[src/rtl/mux8_scan_ctrl.sv]
// Drives a latched byte onto an external 8:1 mux, steps its select through 0..7,
// samples y at each step and reports the rebuilt byte and whether it survived intact.
module mux8_scan_ctrl #(
   parameter int DWELL = 1
) (
   input  logic       clk,
   input  logic       rst,
   input  logic       start,
   input  logic [7:0] data_in,
   input  logic       y,
   output logic       i0,
   output logic       i1,
   output logic       i2,
   output logic       i3,
   output logic       i4,
   output logic       i5,
   output logic       i6,
   output logic       i7,
   output logic       s0,
   output logic       s1,
   output logic       s2,
   output logic       busy,
   output logic       done,
   output logic [7:0] rx_byte,
   output logic       match
);

   typedef enum logic [1:0] {
      IDLE,
      DRIVE,
      SAMPLE,
      DONE_ST
   } state_t;

   // DRIVE lasts DWELL cycles, so the counter's terminal value is DWELL-1
   localparam logic [3:0] CNT_LAST = 4'(DWELL - 1);

   state_t     state_reg;
   logic [7:0] data_reg;
   logic [7:0] rx_reg;
   logic [2:0] sel_reg;
   logic [3:0] cnt_reg;
   logic [7:0] rx_final;

   // The last sample is folded in directly so rx_byte/match are valid with done
   assign rx_final = {y, rx_reg[6:0]};

   always_ff @(posedge clk) begin
      if (rst) begin
         state_reg <= IDLE;
         data_reg  <= '0;
         rx_reg    <= '0;
         sel_reg   <= '0;
         cnt_reg   <= '0;
         busy      <= 1'b0;
         done      <= 1'b0;
         rx_byte   <= '0;
         match     <= 1'b0;
      end else begin
         case (state_reg)
            IDLE: begin
               if (start) begin
                  data_reg  <= data_in;
                  sel_reg   <= 3'd0;
                  cnt_reg   <= 4'd0;
                  busy      <= 1'b1;
                  state_reg <= DRIVE;
               end
            end
            DRIVE: begin
               cnt_reg <= cnt_reg + 4'd1;
               if (cnt_reg == CNT_LAST) begin
                  state_reg <= SAMPLE;
               end
            end
            SAMPLE: begin
               rx_reg[sel_reg] <= y;
               if (sel_reg == 3'd7) begin
                  rx_byte   <= rx_final;
                  match     <= (rx_final == data_reg);
                  done      <= 1'b1;
                  busy      <= 1'b0;
                  state_reg <= DONE_ST;
               end else begin
                  sel_reg   <= sel_reg + 3'd1;
                  cnt_reg   <= 4'd0;
                  state_reg <= DRIVE;
               end
            end
            DONE_ST: begin
               done      <= 1'b0;
               sel_reg   <= 3'd0;
               state_reg <= IDLE;
            end
            default: begin
               state_reg <= IDLE;
            end
         endcase
      end
   end

   assign i0 = data_reg[0];
   assign i1 = data_reg[1];
   assign i2 = data_reg[2];
   assign i3 = data_reg[3];
   assign i4 = data_reg[4];
   assign i5 = data_reg[5];
   assign i6 = data_reg[6];
   assign i7 = data_reg[7];

   assign s0 = sel_reg[0];
   assign s1 = sel_reg[1];
   assign s2 = sel_reg[2];

endmodule

[config.mk]
export PLATFORM = sky130hd
export DESIGN_NAME = mux8_scan_ctrl
export DESIGN_NICKNAME = d
export VERILOG_FILES = /design/src/rtl/mux8_scan_ctrl.sv
export SDC_FILE = /design/constraint.sdc
export NUM_CORES = 1
export LEC_CHECK = 0
export ABC_CLOCK_PERIOD_IN_PS = 4200
export CAP_MARGIN = 20
export CORE_UTILIZATION = 30
export DETAILED_ROUTE_END_ITERATION = 7
export GPL_TIMING_DRIVEN = 0
export PLACE_DENSITY = 0.58
export SETUP_SLACK_MARGIN = 0.2
export SLEW_MARGIN = 10
export SYNTH_ARGS = -nofsm -noshare
export SYNTH_HDL_FRONTEND = slang
export SYNTH_SLANG_ARGS = --single-unit
export TNS_END_PERCENT = 20
[constraint.sdc]
create_clock -name clk -period 4.2 [get_ports clk]
set_input_delay 0.63 -clock clk [delete_from_list [all_inputs] [get_ports clk]]
set_output_delay 0.63 -clock clk [all_outputs]
set_load 0.02 [all_outputs]
Yosys cells after proc, flatten, opt, wreduce, memory -nomap -nowiden
Cells that the tools add are included.
Storage, ports and cells
  output and inout bits: 22
  input port bits: 12
  register bits after elaboration: 36
  word-level logic and storage cells: 54
Cells by class
  add/sub/neg operators: 2
  reduce and logical (&&, ||, !) cells: 14
  equal/unequal tests: 9
  multiplexer cells: 18
  $lt $le $gt $ge: 2
Operators with widths (count)
  case mux 4 bit (3 select lines): 1
  case mux 3 bit (3 select lines): 1
  AND reduction 3 bit: 3
  bitwise mux 8 bit: 1
  equality test 8 bit: 1
  2-to-1 mux 4 bit: 2
  inequality test 2 bit, second input constant: 4
  case mux 2 bit (4 select lines): 1
  AND reduction 2 bit: 4
  2-to-1 mux 2 bit: 3
  2-to-1 mux 3 bit: 2
  nonzero test 3 bit: 2
  adder 4 x 1 -> 4 bit, second input constant: 1
  equality test 2 bit, second input constant: 2
  zero test 4 bit: 1
  less-than comparator 3 x 4 -> 1 bit, second input constant: 1
  2-to-1 mux 1 bit: 4
  case mux 1 bit (2 select lines): 2
  nonzero test 2 bit: 2
  adder 3 x 1 -> 3 bit, second input constant: 1
  demux 1 bit (select 3 bit): 1
  equality test 3 bit, second input constant: 1
  greater-or-equal comparator 3 x 1 -> 1 bit, second input constant: 1
  equality test 2 x 1 -> 1 bit, second input constant: 1
  2 further kinds: 2

Depth between registers and ports, before layout
Gate-level depths: netlist of the first run.
  depth after elaboration: 5
  mapped depth: 6
  mapped depth without buffers: 6

Worst setup path before layout of the first run
Ideal clock, no wire load.
  path type: register to register
  start: register sel_reg[0]
  end: register sel_reg[0]
  stages on the path, launching flop included: 7
  setup time: 0.128 ns
  slack: 2.571 ns
  arrival: 1.502 ns
  required time: 4.072 ns
  path buffers: 0
  clock period less this slack: 1.629 ns
  cells stage by stage: dfxtp_1 > ha_1 > ha_1 > nand3b_4 > o21ai_1 > mux2i_1 > nor2_1
Between the ends
  word-level cells in the longest chain between the ends: 3
  elaborated cells between the ends (all ways): 6
  those cells by class: add/sub: 1; eq/ne: 2; mux: 2; reduce/logical: 1
Ends and longest elaborated chain
  start: declaration: line 41  | logic [2:0] sel_reg;
  start signal: assignment: line 85  | sel_reg <= sel_reg + 3'd1;
  adder 3 x 1 -> 3 bit / equality test 3 bit (equally long branches): line 85, 78
  2-to-1 mux 3 bit / inequality test 2 bit (equally long branches)
  case mux 3 bit (3 select lines) / AND reduction 3 bit (equally long branches)
Several ways; a longest one is shown, not always the timed one. The select of a mux whose other input is x is not followed.
A chain may end at the register's enable or synchronous reset.

Worst setup path after layout of the first run
  start: register sel_reg[2]
  end: output port s2
RTL lines
  end: declaration: line 21  | output logic s2,
No word-level cell between the ends.

==> out/results.txt, run 1 <==
Detail Route Antenna Nets -> 0
Max-slew violation count -> 0
Number of diodes -> 0
FP Rows -> 26
Routability congestion estimate -> 0.722
Root Driver -> clkbuf_8
HP Class -> reg2reg
WL final -> 3350 microns
Pwr/cell area -> 331 mW/mm^2
Number of cells produced by synthesis -> 171
Number of buffers added for setup after CTS -> 0
Net Count, Synth -> 188
Pin count of the biggest net entering global routing -> 12
Fill count -> 535
CP endpoint kind -> output pin
Worst Tran Pin Value -> 493 ps
Ys flop type -> dfxtp_1
Arr. time, crit path -> 1530 ps
Core box area -> 0.00511 sq mm
Final min period -> 2160 ps
Family with the most delay on the worst path -> buffers and inverters
Commonest non-fill, non-tap cell in the layout -> dfxtp_1
Status -> completed
Dpl hpwl -> 2370 microns
Maximum clock frequency -> 463 MHz
Slowest stage cell, crit path -> clkdlybuf4s50_1
Yosys cell types -> 34
Max_slew headroom -> 0.671
Clk slew on worst S/H paths -> 70 ps
Total CTS buffers -> 5
DR vias/cell -> 4.51
Chip width -> 74.6 microns
Mapped cell area -> 0.00158 sq mm
Final nets -> 226
Asr flop ratio synth -> 0
Critical path class -> reg2out
CTS Hold Buffers Added -> 0
Io pins -> 34
CP max FO -> 11
MaxCap Viol Count -> 0
Leak pwr -> 0.851 nW
Area delta synth->final -> 30.7%
Initial Util -> 0.310
Resized cells post-CTS -> 0
Vias in the first global route -> 1193
Most frequent cells in the layout -> dfxtp_1, clkdlybuf4s50_1, nor2_1
Global route overflow -> 0
Crit-path max cell delay -> 680 ps
First DRT Iteration DRCs -> 76
First-pass GRT wire length -> 5680 microns
DRC violations left -> 0
Register area -> 701 sq um
Final worst path period share -> 0.514
CTS tree -> yes
Worst EP required -> 3570 ps
Die ar. -> 0.00557 sq mm
Clock sink total -> 35
Global Route Usage Sum -> 0.140
Pre-Repair DR Iteration Count -> 4
Worst-Skew Late Latency -> 280 ps
Setup Viol. Count Final -> 0
Vias -> 1257
H-tree levels -> 2
Yosys warning count -> 0
Crit path cell chain -> clkdlybuf4s50_1
EDFF count, synth -> 0
Avg WL per Cell -> 12.0 microns
Place WS -> 2050 ps
Clock skew -> 7.35 ps
Post-route worst setup slack -> 2040 ps
Max VDD drop -> 0.151 mV
RSZ-0062 raised after global routing -> no
PortBufs -> 31
Max Root-Sink Buffers -> 2
FF+latch count, synth -> 35
Final Hold Fails -> 0
Multi-input logic area -> 810 sq um
Layout cells sized above 1 -> 0.0813
Startpoint types -> register
Setup TNS -> 0 ps
Die height -> 74.6 microns
Sequential share of the synthesized area -> 0.443
Initial antenna violation count -> 0
Syn_area_per_cell -> 9.26 sq um
Buf+Inv Stages, Crit Path -> 1
[per-stage QoR]
stage          hold slack, ps  instances  power [W]  cell area [sq um]  utilization
4_1_cts                   458        279   0.000694               2070        0.405
6_report                  454        279   0.000685               2070        0.405
3_5_place_dp              448        272   0.000448               1980        0.388
2_1_floorplan             456        171   0.000414               1580            -
5_1_grt                   477        279   0.000720               2070        0.405
3_3_place_gp              444        272   0.000448               1980        0.388
[power by group]
group	switching, W	internal (W)	total (W)	leakage [nW]
clock	0.000115	0.000129	0.000244	0.0470
sequential	0.0000113	0.000342	0.000353	0.284
combinational	0.0000433	0.0000442	0.0000875	0.519
[path summary, 6_finish.rpt]
| kind | endpoint | from | slack, ps | cells after the start |
|---|---|---|---|---|
| worst max-delay path | s2 | sel_reg[2] | 2040 | 1 |
| worst min-delay path | rx_byte[4] | rx_byte[4] | 450 | 2 |
| worst max register to register | sel_reg[0] | sel_reg[1] | 2420 | 6 |
| worst min register to register | rx_byte[4] | rx_byte[4] | 450 | 2 |
[cells in the mapped netlist (2+ instances only)]
cell / instances / area share
nand3b_4: 2 / 0.025
nand4b_1: 2 / 0.011
nand3b_1: 2 / 0.0095
buf_4: 3 / 0.014
ha_1: 5 / 0.040
nand2_1: 21 / 0.050
a21oi_1: 14 / 0.044
mux2i_1: 15 / 0.095
nand3_1: 4 / 0.013
inv_1: 4 / 0.0095
nor2_1: 24 / 0.057
o21ai_0: 2 / 0.0063
xnor2_1: 5 / 0.028
nor2b_1: 3 / 0.012
xor2_1: 5 / 0.028
clkbuf_1: 4 / 0.0095
a22oi_1: 3 / 0.014
nor3_1: 3 / 0.0095
dfxtp_1: 35 / 0.44
[layout make-up]
type | count | share of cell area
Sequential cell | 35 | 0.339
Clock inverter | 1 | 0.00242
Tap cell | 70 | 0.0423
Timing Repair Buffer | 31 | 0.150
Buffer | 10 | 0.0278
Inverter | 4 | 0.00726
Multi-Input combinational cell | 122 | 0.391
Clock buffer | 6 | 0.0399
[layer usage]
metal  wire, microns  vias up  global-route usage
li1                -      648                   -
met5               0        -                   0
met1            1760      575               0.186
met2            1390       28               0.213
met3             140        6              0.0428
met4              62        0              0.0566
[kinds of logic (layout without fill, tap and decap cells)]
logic type      Yosys count  count (layout)  synth area share
flops                    35              35             0.443
fa+ha+maj                 5               5            0.0395
mux                      15              15            0.0949
xor+xnor                 10              10            0.0553
simple gates             67              67             0.225
buf+inv                  14              52            0.0458
compound gates           25              25            0.0972
Power figures use the tool's default switching activity.
==> run 2, diff against run 1 <==
ABC_CLOCK_PERIOD_IN_PS = 1800   (was 4200)
PLACE_DENSITY = 0.6   (was 0.58)
clock period = 1.8 ns   (was 4.2 ns; I/O delays follow)
==> run 2 against run 1 <==
First-iteration DRC count down 20%; sequential cell count unchanged; final cell count up 0.36%; count of clock-buffer cells in the layout stayed put; largest cell class unchanged; combinational power is 130% higher; via count is 2.1% higher; register-to-register slack got worse by 2100 ps; non-clock buffer count did not move; sequential power increased by 130%; core utilization increased by 0.96 points; final area up 2.4%; die area unchanged.
==> out/results.txt, run 2 (synthesized netlist as in run 1, its figures left out) <==
Final worst path period share -> 0.876
Hold path cells -> 3
Global Route Usage Sum -> 0.137
Routability congestion estimate -> 0.696
Die ar. -> 0.00557 sq mm
Final nets -> 226
Arr. time, crit path -> 1310 ps
Core box area -> 0.00511 sq mm
Critical path class -> reg2out
Met3 usage -> 0.0321
Pre-Repair DR Iteration Count -> 4
Worst EP required -> 1530 ps
FP Rows -> 26
Root Driver -> clkbuf_8
RR Endpoint -> sel_reg[0]
Layout cells sized above 1 -> 0.110
DR vias/cell -> 4.58
Max_slew headroom -> 0.688
Final min period -> 1580 ps
First DRT Iteration DRCs -> 61
Post-DP Area -> 0.00198 sq mm
Slowest stage cell, crit path -> clkdlybuf4s50_1
Family with the most delay on the worst path -> buffers and inverters
Worst Tran Pin Value -> 469 ps
Chip width -> 74.6 microns
Max VDD drop -> 0.451 mV
Pwr/cell area -> 831 mW/mm^2
Area delta synth->final -> 33.8%
Clock skew -> 10.1 ps
Max-slew violation count -> 0
Leak pwr -> 0.869 nW
Initial Util -> 0.310
Buf+Inv Stages, Crit Path -> 1
Setup TNS -> 0 ps
Dpl hpwl -> 2360 microns
CP max FO -> 5
HP Class -> in2reg
CTS tree -> yes
Max Root-Sink Buffers -> 2
Setup Viol. Count Final -> 0
Crit-path max cell delay -> 610 ps
H-tree levels -> 2
R2r worst-path depth -> 6
Most frequent cells in the layout -> dfxtp_1, clkdlybuf4s50_1, nor2_1
Initial antenna violation count -> 0
CTS Hold Buffers Added -> 0
Critical Path Start -> sel_reg[0]
GR Util met1 -> 0.190
DRC violations left -> 0
Final core occ -> 0.415
RSZ-0062 raised after global routing -> yes
Clock sink total -> 35
Worst R2R Setup Slack -> 280 ps
Detail Route Antenna Nets -> 0
Hold Crit Endpoint -> rx_byte[7]
Clk slew on worst S/H paths -> 80 ps
MaxCap Viol Count -> 0
Maximum clock frequency -> 634 MHz
GR Util met2 -> 0.191
Total CTS buffers -> 5
Fin area -> 0.00212 sq mm
PortBufs -> 31
Number of diodes -> 0
Final Hold Fails -> 0
Vias -> 1283
FF-to-FF Start -> sel_reg[0]
Global route overflow -> 0
Commonest non-fill, non-tap cell in the layout -> dfxtp_1
Crit path cell chain -> clkdlybuf4s50_1
Startpoint types -> register
Worst-Skew Late Latency -> 300 ps
First-pass GRT wire length -> 5550 microns
Layer with the highest usage -> met2
Io pins -> 34
Die height -> 74.6 microns
Vias in the first global route -> 1170
Pin count of the biggest net entering global routing -> 12
Status -> completed
CP endpoint kind -> output pin
WL final -> 3290 microns
Avg WL per Cell -> 11.7 microns
Hold wc startpoint -> y
[run 2: cell count changes in the layout (fill, tap and decap cells not counted), sizes merged]
cell | previous run | this run
clkdlybuf4s50 | 31 | 30
dlygate4sd2 | 0 | 1
bufinv | 0 | 1
[run 2: how the worst max path moves through the flow]
stage / end / depth (start not counted)
final: s0 / 1
after global routing: sel_reg[0] / 6
after CTS: s1 / 1
after detailed placement: data_reg[3] / 6
after global placement: data_reg[7] / 6
after floorplan: cnt_reg[2] / 6
[run 2: tightest hold or removal path: cells and delay by family]
| kind | cells | cell delay, ps |
|---|---|---|
| compound gates | 1 | 50 |
| simple gates | 1 | 100 |
| buf+inv | 1 | 190 |
[run 2: what timing repair did]
action,4_1_cts,5_1_grt
setup buffers,0,0
cloned,0,0
gates resized for setup,2,7
endpoints found under the setup margin,4,27
[run 2: layer usage]
layer,routed length (microns),share of wire
met1,1700,0.52
met2,1410,0.43
met3,114,0.035
met4,60,0.018
met5,0,0
[run 2: power breakdown]
group / leakage, nW / internal (W) / switching (W)
combinational: 0.522 / 0.000103 / 0.000100
clock: 0.0612 / 0.000448 / 0.000288
sequential: 0.286 / 0.000795 / 0.0000257
total: 0.869 / 0.00135 / 0.000414
[run 2: per-stage QoR]
step           total power (W)  std cells  setup WS, ps  hold slack (ps)
2_1_floorplan         0.000967        171           305              417
3_3_place_gp           0.00104        272         -24.8              442
3_5_place_dp           0.00105        272         -42.5              448
4_1_cts                0.00179        280           170              374
5_1_grt                0.00184        280           160              425
6_report               0.00176        280           223              367
[run 2: area by class of cell]
type / instances / area [sq um]
fill: 555 / 2990
multi-input combinational: 122 / 818
sequential: 35 / 709
timing repair buffer: 31 / 309
tap: 70 / 87.6
clock buffer: 6 / 82.6
buffer: 10 / 60.1
clock inverter: 2 / 35.0
inverter: 4 / 15.0
